### config.mk
export PLATFORM = sky130hd
export DESIGN_NAME = alu_result_bcd_flat
export DESIGN_NICKNAME = d
export VERILOG_FILES = /design/src/rtl/alu_result_bcd_if.sv /design/src/rtl/alu_result_bcd.sv /design/src/flat_wrapper.sv
export SDC_FILE = /design/constraint.sdc
export NUM_CORES = 1
export LEC_CHECK = 0
export ABC_AREA = 1
export ABC_CLOCK_PERIOD_IN_PS = 4400
export CAP_MARGIN = 30
export CORE_MARGIN = 5
export CORE_UTILIZATION = 40
export CTS_CLUSTER_SIZE = 20
export DETAILED_ROUTE_END_ITERATION = 8
export PLACE_DENSITY = 0.62
export SLEW_MARGIN = 20
export SYNTH_ARGS = -nofsm -noshare
export SYNTH_HDL_FRONTEND = slang
export SYNTH_SLANG_ARGS = --single-unit
### constraint.sdc
create_clock -name clk -period 4.4 [get_ports clk]
set_input_delay 0.88 -clock clk [delete_from_list [all_inputs] [get_ports clk]]
set_output_delay 0.88 -clock clk [all_outputs]
set_load 0.01 [all_outputs]
### src/rtl/alu_result_bcd_if.sv
// Handshake and result bundle between the calculator datapath and the
// binary-to-BCD converter.
interface alu_result_bcd_if #(
    parameter int WIDTH  = 32,
    parameter int DIGITS = 10
);
    logic                  start;
    logic [WIDTH-1:0]      value;
    logic                  is_signed;
    logic                  busy;
    logic                  done;
    logic                  neg;
    logic [4*DIGITS-1:0]   bcd;
    logic [3:0]            ndigits;

    modport master (
        output start, value, is_signed,
        input  busy, done, neg, bcd, ndigits
    );

    modport slave (
        input  start, value, is_signed,
        output busy, done, neg, bcd, ndigits
    );
endinterface

### src/rtl/alu_result_bcd.sv
// Sequential double-dabble converter: turns the ALU result into sign,
// packed BCD digits and a significant-digit count, one bit per clock.
module alu_result_bcd #(
    parameter int WIDTH  = 32,
    parameter int DIGITS = 10,
    parameter int CNTW   = 6
) (
    input logic          clk,
    input logic          reset,
    alu_result_bcd_if.slave bus
);
    typedef enum logic {IDLE, SHIFT} state_t;

    state_t               state, state_next;
    logic [CNTW-1:0]      cnt;
    logic [WIDTH-1:0]     bin_work;
    logic [4*DIGITS-1:0]  bcd_work;
    logic                 neg_work;

    logic                 busy_q, done_q, neg_q;
    logic [4*DIGITS-1:0]  bcd_q;
    logic [3:0]           ndigits_q;

    logic                 in_neg;
    logic [WIDTH-1:0]     in_mag;
    logic [4*DIGITS-1:0]  adj;
    logic [4*DIGITS-1:0]  shift_bcd;
    logic [3:0]           ndig;
    logic                 last;

    // Magnitude of the operand; the most-negative value maps onto itself.
    always_comb begin
        in_neg = bus.is_signed & bus.value[WIDTH-1];
        in_mag = in_neg ? (~bus.value + WIDTH'(1)) : bus.value;
    end

    always_comb begin
        adj = '0;
        for (int unsigned i = 0; i < DIGITS; i++) begin
            adj[4*i +: 4] = (bcd_work[4*i +: 4] >= 4'd5) ? bcd_work[4*i +: 4] + 4'd3
                                                        : bcd_work[4*i +: 4];
        end
        shift_bcd = {adj[4*DIGITS-2:0], bin_work[WIDTH-1]};
    end

    always_comb begin
        ndig = 4'd1;
        for (int unsigned i = 1; i < DIGITS; i++) begin
            if (shift_bcd[4*i +: 4] != 4'd0)
                ndig = 4'(i + 1);
        end
    end

    assign last = (cnt == CNTW'(WIDTH - 1));

    always_ff @(posedge clk) begin
        if (reset)
            state <= IDLE;
        else
            state <= state_next;
    end

    always_comb begin
        state_next = state;
        case (state)
            IDLE:    if (bus.start) state_next = SHIFT;
            SHIFT:   if (last)      state_next = IDLE;
            default:                state_next = IDLE;
        endcase
    end

    always_ff @(posedge clk) begin
        if (reset) begin
            cnt       <= '0;
            bin_work  <= '0;
            bcd_work  <= '0;
            neg_work  <= 1'b0;
            busy_q    <= 1'b0;
            done_q    <= 1'b0;
            neg_q     <= 1'b0;
            bcd_q     <= '0;
            ndigits_q <= 4'd1;
        end else begin
            done_q <= 1'b0;
            case (state)
                IDLE: begin
                    if (bus.start) begin
                        bin_work <= in_mag;
                        bcd_work <= '0;
                        neg_work <= in_neg;
                        cnt      <= '0;
                        busy_q   <= 1'b1;
                    end
                end
                SHIFT: begin
                    bcd_work <= shift_bcd;
                    bin_work <= {bin_work[WIDTH-2:0], 1'b0};
                    cnt      <= cnt + CNTW'(1);
                    // Final shift: publish the result straight from the shifter.
                    if (last) begin
                        bcd_q     <= shift_bcd;
                        neg_q     <= neg_work;
                        ndigits_q <= ndig;
                        done_q    <= 1'b1;
                        busy_q    <= 1'b0;
                    end
                end
                default: ;
            endcase
        end
    end

    assign bus.busy    = busy_q;
    assign bus.done    = done_q;
    assign bus.neg     = neg_q;
    assign bus.bcd     = bcd_q;
    assign bus.ndigits = ndigits_q;
endmodule

### src/flat_wrapper.sv
// flat-port wrapper written by rule: the top's interface ports become plain ports
module alu_result_bcd_flat 
#(
    parameter int WIDTH  = 32,
    parameter int DIGITS = 10,
    parameter int CNTW   = 6
)
  (clk, reset, bus_start, bus_value, bus_is_signed, bus_busy, bus_done, bus_neg, bus_bcd, bus_ndigits);
  alu_result_bcd_if #(.WIDTH(WIDTH), .DIGITS(DIGITS)) bus_i ();
  input logic clk;
  input logic reset;
  input wire logic [$bits(bus_i.start)-1:0] bus_start;
  input wire logic [$bits(bus_i.value)-1:0] bus_value;
  input wire logic [$bits(bus_i.is_signed)-1:0] bus_is_signed;
  output wire logic [$bits(bus_i.busy)-1:0] bus_busy;
  output wire logic [$bits(bus_i.done)-1:0] bus_done;
  output wire logic [$bits(bus_i.neg)-1:0] bus_neg;
  output wire logic [$bits(bus_i.bcd)-1:0] bus_bcd;
  output wire logic [$bits(bus_i.ndigits)-1:0] bus_ndigits;
  assign bus_i.start = bus_start;
  assign bus_i.value = bus_value;
  assign bus_i.is_signed = bus_is_signed;
  assign bus_busy = bus_i.busy;
  assign bus_done = bus_i.done;
  assign bus_neg = bus_i.neg;
  assign bus_bcd = bus_i.bcd;
  assign bus_ndigits = bus_i.ndigits;
  alu_result_bcd #(.WIDTH(WIDTH), .DIGITS(DIGITS), .CNTW(CNTW)) u_core (.clk(clk), .reset(reset), .bus(bus_i));
endmodule
# [After elaboration in Yosys (flattened, before gate mapping)]
# Cells that the tools add are included.
[op_classes] n_addsub=12 order_cmp=10 n_eq_ne=3 n_mux=33 bitwise=3 n_reduce_logical=13
[ops] op="$pmux W40 S2" count=1
[ops] op="$mux W32" count=2
[ops] op="$pmux W32 S2" count=1
[ops] op="$mux W4" count=12
[ops] op="$ge A4 B3 Y1 const B" count=10
[ops] op="$mux W40" count=1
[ops] op="$add A4 B2 Y4 const B" count=9
[ops] op="$reduce_bool A4 Y1" count=9
[ops] op="$add A32 B1 Y32 const B" count=1
[ops] op="$not A32 Y32" count=1
[ops] op="$mux W3" count=5
[ops] op="$pmux W6 S2" count=1
[ops] op="$add A6 B1 Y6 const B" count=1
[ops] op="$eq A6 B5 Y1 const B" count=1
[ops] op="$mux W6" count=1
[ops] op="$reduce_and A2 Y1" count=3
[ops] op="$mux W1" count=5
[ops] op="$mux W2" count=2
[ops] op="$ne A2 B2 Y1 const B" count=2
[ops] op="$pmux W1 S2" count=2
[ops] op="$add A3 B2 Y3 const B" count=1
[ops] op="$reduce_or A2 Y1" count=1
[ops] op="$and A1 B1 Y1" count=1
[ops] op="$not A1 Y1" count=1
[totals] register_bits=127 in_bits=36 output_inout_bits=47 elab_cells=84

# [Depth between registers and ports, before layout]
# Gate-level depths: netlist (run 1).
[depth] ltp_word=12 ltp_mapped=18 depth_no_buf=18

# [Least setup slack after synthesis (run 1)]
# OpenSTA, ideal clock, no wires.
[synth_path] path_kind="input -> register" from="input port bus_value[1]" to="register u_core.bin_work[16]" setup_time_ps=132 t_arrival_ps=2100 t_required_ps=4268 path_slack_ps=2168 cell_stages=12 n_path_buf=0 path_cell_list="inv_2 > ha_1 > inv_1 > nor3_4 > nand3_2 > nor2_4 > nand3_2 > nand2_4 > o21ai_2 > or2_1 > nand3_1 > a21oi_1"
[synth_via] elab_chain_cells=5
[synth_lines] item="from (decl)" line_no="flat_wrapper.sv:13" rtl="input wire logic [$bits(bus_i.value)-1:0] bus_value;"
[synth_lines] item="$not A32 Y32" line_no="alu_result_bcd.sv:34" rtl="in_mag = in_neg ? (~bus.value + WIDTH'(1)) : bus.value;"
[synth_lines] item="$add A32 B1 Y32" line_no="alu_result_bcd.sv:34"
[synth_lines] item="$mux W32" line_no="alu_result_bcd.sv:34"
[synth_lines] item="$mux W32" line_no="alu_result_bcd.sv:87" rtl="if (bus.start) begin"
[synth_lines] item="$pmux W32 S2" line_no="alu_result_bcd.sv:85" rtl="case (state)"
[synth_lines] item="to (signal assigned)" line_no="alu_result_bcd.sv:88" rtl="bin_work <= in_mag;"
[synth_lines] item="to (signal assigned)" line_no="alu_result_bcd.sv:97" rtl="bin_work <= {bin_work[WIDTH-2:0], 1'b0};"
[synth_lines] item="to (decl)" line_no="alu_result_bcd.sv:16" rtl="logic [WIDTH-1:0] bin_work;"
# Every way passes these cells. The select of a mux whose other input is x is not followed.
# A chain may end at the register's enable or synchronous reset.

# [Worst setup path after layout (run 1)]
[layout_path] from="input port bus_value[0]" to="register u_core.bin_work[16]"
# The elaborated chain is that of the path after synthesis.

==> results_dict.tcl, run 1 <==
set metrics [dict create \
    port_buffers 82 \
    synth.area.top_cells "dfxtp_1 38%, nand2_1 14%, nand3_1 8.2%" \
    cpLargestDelayFamily "simple AND/OR/NAND/NOR gates" \
    crit_slowest_cell "clkdlybuf4s50_1" \
    cp_common_cell "nand3_2" \
    hpwl_um 11400 \
    grt_pass1_vias 5948 \
    setup_violations 0 \
    n_fill_cell 1635 \
    power.density_nw_per_um2 334.9 \
    slew_headroom_pct 42.82 \
    worstPathRequired_ns 4.66 \
    track_usage_pct 17.29 \
    cp_slowest_stage_delay_ns 0.42 \
    overflow 0 \
    cp_cell_sequence "clkdlybuf4s50_1 -> clkinv_1 -> ha_1 -> inv_1 -> nor3_4 -> nand3_2 -> nor2_4 -> nand3_2 -> nand2_4 -> o21ai_2 -> or2_1 -> nand3_1 -> a21oi_1" \
    fin_skew_ns 0.007144 \
    period_share_pct 56.22 \
    grt_first_pass_wirelength_um 28160 \
    r2r_cells 9 \
    htree_levels 4 \
    rows 47 \
    antenna_found_initial 0 \
    maxCapViolations 0 \
    cts_buffer_depth 2 \
    drv_slew 0 \
    status "completed" \
    cts.reportedPaths.clkPinSlew_ns 0.05 \
    fin_nets 1088 \
    die_height_um 138.9 \
    yosys.area.top_type_share_pct 38.28 \
    tns_ns 0 \
    async_flop_share_pct 0 \
    clk_latency_ns 0.42 \
    wirelength_um 16540 \
    die_w_um 138.9 \
    rsz0062_at_grt "no" \
    synth_common_cells "241 x nand2_1, 127 x dfxtp_1, 109 x nand3_1" \
    via_per_inst 5.045 \
    fin_crit_ns 2.474 \
    synth_most_common_cell "nand2_1" \
    tightest_slew_ns 0.8577 \
    syn_nets 1021 \
    initial_core_util_pct 40.48 \
    place_inst 1231 \
    cp.depth 13 \
    ff_latch_area_um2 2544 \
    area_growth_pct 23.83 \
    post-cts-setup-buffers 0 \
    yosysSeqAreaShare_pct 38.28 \
    grt_max_degree 78 \
    hold_class "flip-flop to flip-flop" \
    finalHoldViolCount 0 \
    num_vias 6367 \
    synth-main-ff-cell "dfxtp_1" \
    hold_buffers 0 \
    cp-start-kind "primary input" \
    fp.coreArea_um2 16410 \
    numCtsBuffers 17 \
    drive_gt1_share_pct 6.814 \
    multiInputGateArea_um2 3537 \
    synth.avg_cell_area_um2 6.897 \
    cts_tree "built" \
    cts.sinks 127 \
    ir_drop_uv 258.4 \
    synth_top_cell_by_area "dfxtp_1" \
    cts_resized 0 \
    place_congestion 0.8806 \
    cts-root-buf "clkbuf_16" \
    synth_edf_count 0 \
    drt_first_pass_iters 5 \
    crit_type "primary input to flip-flop" \
    p_leak_nw 3.268 \
    diodes 0 \
    power_mw 2.754 \
    post_drt_wl_per_cell_um 13.11 \
    die_area_um2 19280 \
    worstPathArrival_ns 2.73 \
    syn_area_um2 6641 \
    hold_depth 2 \
    syn_inst 963 \
    first_iter_violations 317 \
    cp-end-kind "flip-flop" \
    reg2reg_slack_ns 2.08 \
    synth.distinct_cells 45 \
    io_pins 83 \
    max_freq_mhz 404.2 \
    crit_buf_inv 3 \
    hold_ws_ns 0.4608 \
    post-route-drc-count 0 \
    ys_ff_latch 127 \
    worst-path-max-fanout 8 \
    ys_warn_count 0 \
    final_cells 1262 \
    antenna_left 0 \
]
-- cell type report --
class	count	share of cell area (%)
well taps	220	3.347
clock buffers	24	5.857
inverters	104	4.747
flip-flops and latches	127	30.93
multi-input cells	688	43.01
repair buffers	92	11.08
clock inverters	7	1.035
-- stage by stage --
step	setup slack, ns	cell area [um^2]	utilization, %
after floorplan	2.168	6641	-
after global placement	1.527	7630	46.50
after detailed placement	1.520	7657	46.67
after CTS	1.945	8224	50.13
after global routing	1.789	8224	50.13
final	1.926	8224	50.13
-- path summary, 6_finish.rpt --
| path | from | end |
|---|---|---|
| min | u_core.bcd_work[2] | u_core.bcd_work[2] |
| max reg2reg | u_core.cnt[0] | u_core.bus.bcd[17] |
| min reg2reg | u_core.bcd_work[2] | u_core.bcd_work[2] |
| max | bus_value[0] | u_core.bin_work[16] |
-- logic make-up after synthesis --
group,count (synthesis),share of synthesized area (%)
AOI/OAI and AO/OA,192,16.16
adders and majority gates,22,4.145
buffers and inverters,148,8.572
xor gates and xnor gates,14,1.846
DFF,127,38.28
muxes,3,0.4522
and+or+nand+nor,457,30.54
-- flip-flops by register name (all words and copies together), names as in the netlist --
| signal | flops |
|---|---|
| u_core.bcd_work | 40 |
| u_core.bus.bcd | 40 |
| u_core.neg_work | 1 |
| u_core.bus.neg | 1 |
| u_core.bus.ndigits | 4 |
| u_core.bus.done | 1 |
| u_core.bin_work | 32 |
| u_core.cnt | 6 |
| u_core.state | 1 |
| u_core.bus.busy | 1 |
-- per-layer routing --
metal / wire length, um / track usage [%] / up-vias
met5: 0 / 0 / -
met4: 229 / 6.231 / 0
met3: 751 / 3.069 / 20
met2: 7641 / 28.92 / 131
met1: 7918 / 22.45 / 2892
li1: - / - / 3324
-- cells in the final DEF (no fill, tap or decap), types with 2 or more instances in the layout --
cell type / synthesis / layout
mux2i_1: 3 / 3
o22ai_1: 6 / 6
buf_4: 1 / 9
ha_1: 22 / 22
o21ai_0: 59 / 59
xor2_1: 13 / 13
or2_2: 6 / 6
nand2_1: 241 / 241
nand2_2: 5 / 5
dfxtp_1: 127 / 126
clkbuf_16: 0 / 17
nand3_2: 5 / 5
bufinv_16: 0 / 2
clkinv_2: 0 / 5
nor2_1: 57 / 56
nand4_1: 15 / 15
nand3_1: 109 / 109
clkbuf_1: 27 / 4
a211oi_1: 3 / 3
a31oi_1: 11 / 11
inv_1: 97 / 97
a22oi_1: 21 / 21
inv_2: 6 / 6
nor3_2: 2 / 2
a21oi_1: 74 / 74
clkdlybuf4s50_1: 0 / 81
o211ai_1: 2 / 2
nor2_4: 1 / 2
o21ai_1: 10 / 10
nor3_1: 7 / 7
clkbuf_8: 0 / 3
-- worst register-to-register path, stage by stage, from the launching register on --
cell	delay (ns)
dfxtp_1	0.33
ha_1	0.21
nand3_1	0.11
nor3_1	0.05
nand2_1	0.05
buf_4	0.42
nor2_1	0.09
buf_4	0.23
inv_1	0.51
o21ai_0	0.18
-- report_power, final --
group / total, mW / switching (mW) / internal [mW]
clock network: 1.35 / 0.479 / 0.870
registers: 1.19 / 0.0155 / 1.18
logic: 0.214 / 0.134 / 0.0800
Note: power is estimated with default switching activity, not from simulation.
==> inputs of run 2 (changes only) <==
--- a/config.mk
+++ b/config.mk
@@ -6,7 +6,7 @@
 export NUM_CORES = 1
 export LEC_CHECK = 0
 export ABC_AREA = 1
-export ABC_CLOCK_PERIOD_IN_PS = 4400
+export ABC_CLOCK_PERIOD_IN_PS = 2500
 export CAP_MARGIN = 30
 export CORE_MARGIN = 5
 export CORE_UTILIZATION = 40
==> constraint.sdc (replaced) <==
create_clock -name clk -period 2.5 [get_ports clk]
set_input_delay 0.5 -clock clk [delete_from_list [all_inputs] [get_ports clk]]
set_output_delay 0.5 -clock clk [all_outputs]
set_load 0.01 [all_outputs]
==> run 2 against run 1 <==
  * First-iteration DRC count is 3.5% lower
  * Register-to-register slack worse by 1.6 ns
  * Count of clock-buffer cells in the layout stayed put
  * Sequential power is 76% higher
  * Critical endpoint is now u_core.bus.ndigits[2]
==> results_dict.tcl, run 2 (same netlist as run 1, synthesis figures left out) <==
set metrics [dict create \
    grt_pass1_vias 6004 \
    power_frac_clock_pct 49.6 \
    cts.sinks 127 \
    place_inst 1239 \
    cp_common_cell "nand2_1" \
    drt_first_pass_iters 5 \
    hold_depth 2 \
    power.density_nw_per_um2 591.5 \
    drt-met1-wl_um 7985 \
    cp-end-kind "flip-flop" \
    status "completed" \
    setup_violations 0 \
    first_iter_violations 306 \
    via_per_inst 5.037 \
    wirelength_um 16500 \
    swShare_pct 22.32 \
    hold_class "flip-flop to flip-flop" \
    finalHoldViolCount 0 \
    cts_tree "built" \
    cts.reportedPaths.clkPinSlew_ns 0.05 \
    ir_drop_uv 450.1 \
    antenna_found_initial 1 \
    maxCapViolations 0 \
    crit_slowest_cell "nor4_1" \
    final_cells 1269 \
    worstPathArrival_ns 2.40 \
    cts-root-buf "clkbuf_16" \
    maxUsedRoutingLayer "met5" \
    clk_latency_ns 0.41 \
    drive_gt1_share_pct 7.722 \
    post_drt_wl_per_cell_um 13.00 \
    tightest_slew_ns 0.6416 \
    diodes 0 \
    worstPathRequired_ns 2.86 \
    num_vias 6392 \
    drv_slew 0 \
    io_pins 83 \
    fp.coreArea_um2 16410 \
    crit_type "flip-flop to flip-flop" \
    initial_core_util_pct 40.48 \
    area_growth_pct 25.38 \
    hpwl_um 11700 \
    rows 47 \
    wl_met2_um 7578 \
    tns_ns 0 \
    cp-start-kind "flip-flop" \
    p_leak_nw 3.325 \
    die_area_um2 19280 \
    track_usage_pct 17.30 \
    r2r_start "u_core.bcd_work[28]" \
    port_buffers 82 \
    post-cts-setup-buffers 0 \
    htree_levels 4 \
    cts_resized 0 \
    fin_crit_ns 2.048 \
    final_cell_mix "241 x nand2_1, 126 x dfxtp_1, 109 x nand3_1" \
    die_height_um 138.9 \
    power_switching_mw 1.099 \
    r2r_cells 11 \
    fin_skew_ns 0.007338 \
    final_common_cell "nand2_1" \
    max_freq_mhz 488.3 \
    hold_buffers 0 \
    place_congestion 0.8244 \
    grt_first_pass_wirelength_um 28220 \
    cp_cell_sequence "inv_1 -> ha_1 -> inv_1 -> nand2_1 -> nand3_1 -> o21ai_1 -> nor4_1 -> nand2_1 -> nor2_1 -> nand2_1 -> nand2_1" \
    grt_max_degree 68 \
    rsz0062_at_grt "no" \
    period_share_pct 81.92 \
    dr_wl_met3_um 706 \
    comb_power_share_pct 7.9 \
    power_mw 4.926 \
    overflow 0 \
    cp_slowest_stage_delay_ns 0.48 \
    crit_start "u_core.bcd_work[28]" \
    fin_nets 1096 \
    die_w_um 138.9 \
    cts_buffer_depth 2 \
    numCtsBuffers 17 \
    worst-path-max-fanout 5 \
    antenna_left 0 \
    power.share.sequential_pct 42.6 \
    hp-start "u_core.neg_work" \
    slew_headroom_pct 57.22 \
    post-route-drc-count 0 \
    p_int_mw 3.826 \
]
[run 2: cell types whose count changed in the layout (fill, tap and decap cells not counted), sizes merged]
cell / delta
buf: +8
clkinv: -1
[run 2: layout make-up]
cell class	instances	area, um^2
Tap cell	220	275.3
Clock inverter	6	80.08
Timing Repair Buffer	100	988.4
Fill cell	1647	8080
Clock buffer	24	511.7
Inverter	104	390.4
Sequential cell	127	2544
Multi-Input combinational cell	688	3537
[run 2: power groups by stage]
stage                     combinational [mW]  clock (mW)  sequential [mW]
final                                  0.388        2.44             2.10
after global routing                   0.434        2.60             2.10
after CTS                              0.389        2.50             2.09
after detailed placement               0.389           0             2.14
after global placement                 0.387           0             2.14
after floorplan                        0.235           0             2.13
[run 2: worst paths after layout]
kind                            to  slack [ns]
max          u_core.bus.ndigits[2]        0.45
min                 u_core.bus.neg        0.44
max reg2reg  u_core.bus.ndigits[2]        0.45
min reg2reg         u_core.bus.neg        0.44
[run 2: per-layer routing]
layer / vias to the layer above / track usage [%]
li1: 3347 / -
met1: 2902 / 22.34
met2: 118 / 28.71
met3: 23 / 3.931
met4: 2 / 5.664
met5: - / 0
[run 2: stage by stage]
| step | setup slack [ns] | util, % | hold WS, ns | cell area [um^2] |
|---|---|---|---|---|
| final | 0.4521 | 50.75 | 0.4429 | 8327 |
| after global routing | 0.1597 | 50.75 | 0.4812 | 8327 |
| after CTS | 0.4705 | 50.75 | 0.4478 | 8327 |
| after detailed placement | 0.05703 | 47.14 | 0.4386 | 7735 |
| after global placement | 0.08301 | 47.14 | 0.4343 | 7735 |
| after floorplan | 0.6476 | - | 0.4195 | 6641 |
[run 2: critical path: cells and delay by family, from the launching register on]
kind	cells	cell delay, ns
AOI/OAI and AO/OA	1	0.12
adders and majority gates	1	0.19
buffers and inverters	2	0.14
DFF	1	0.41
and+or+nand+nor	7	1.11
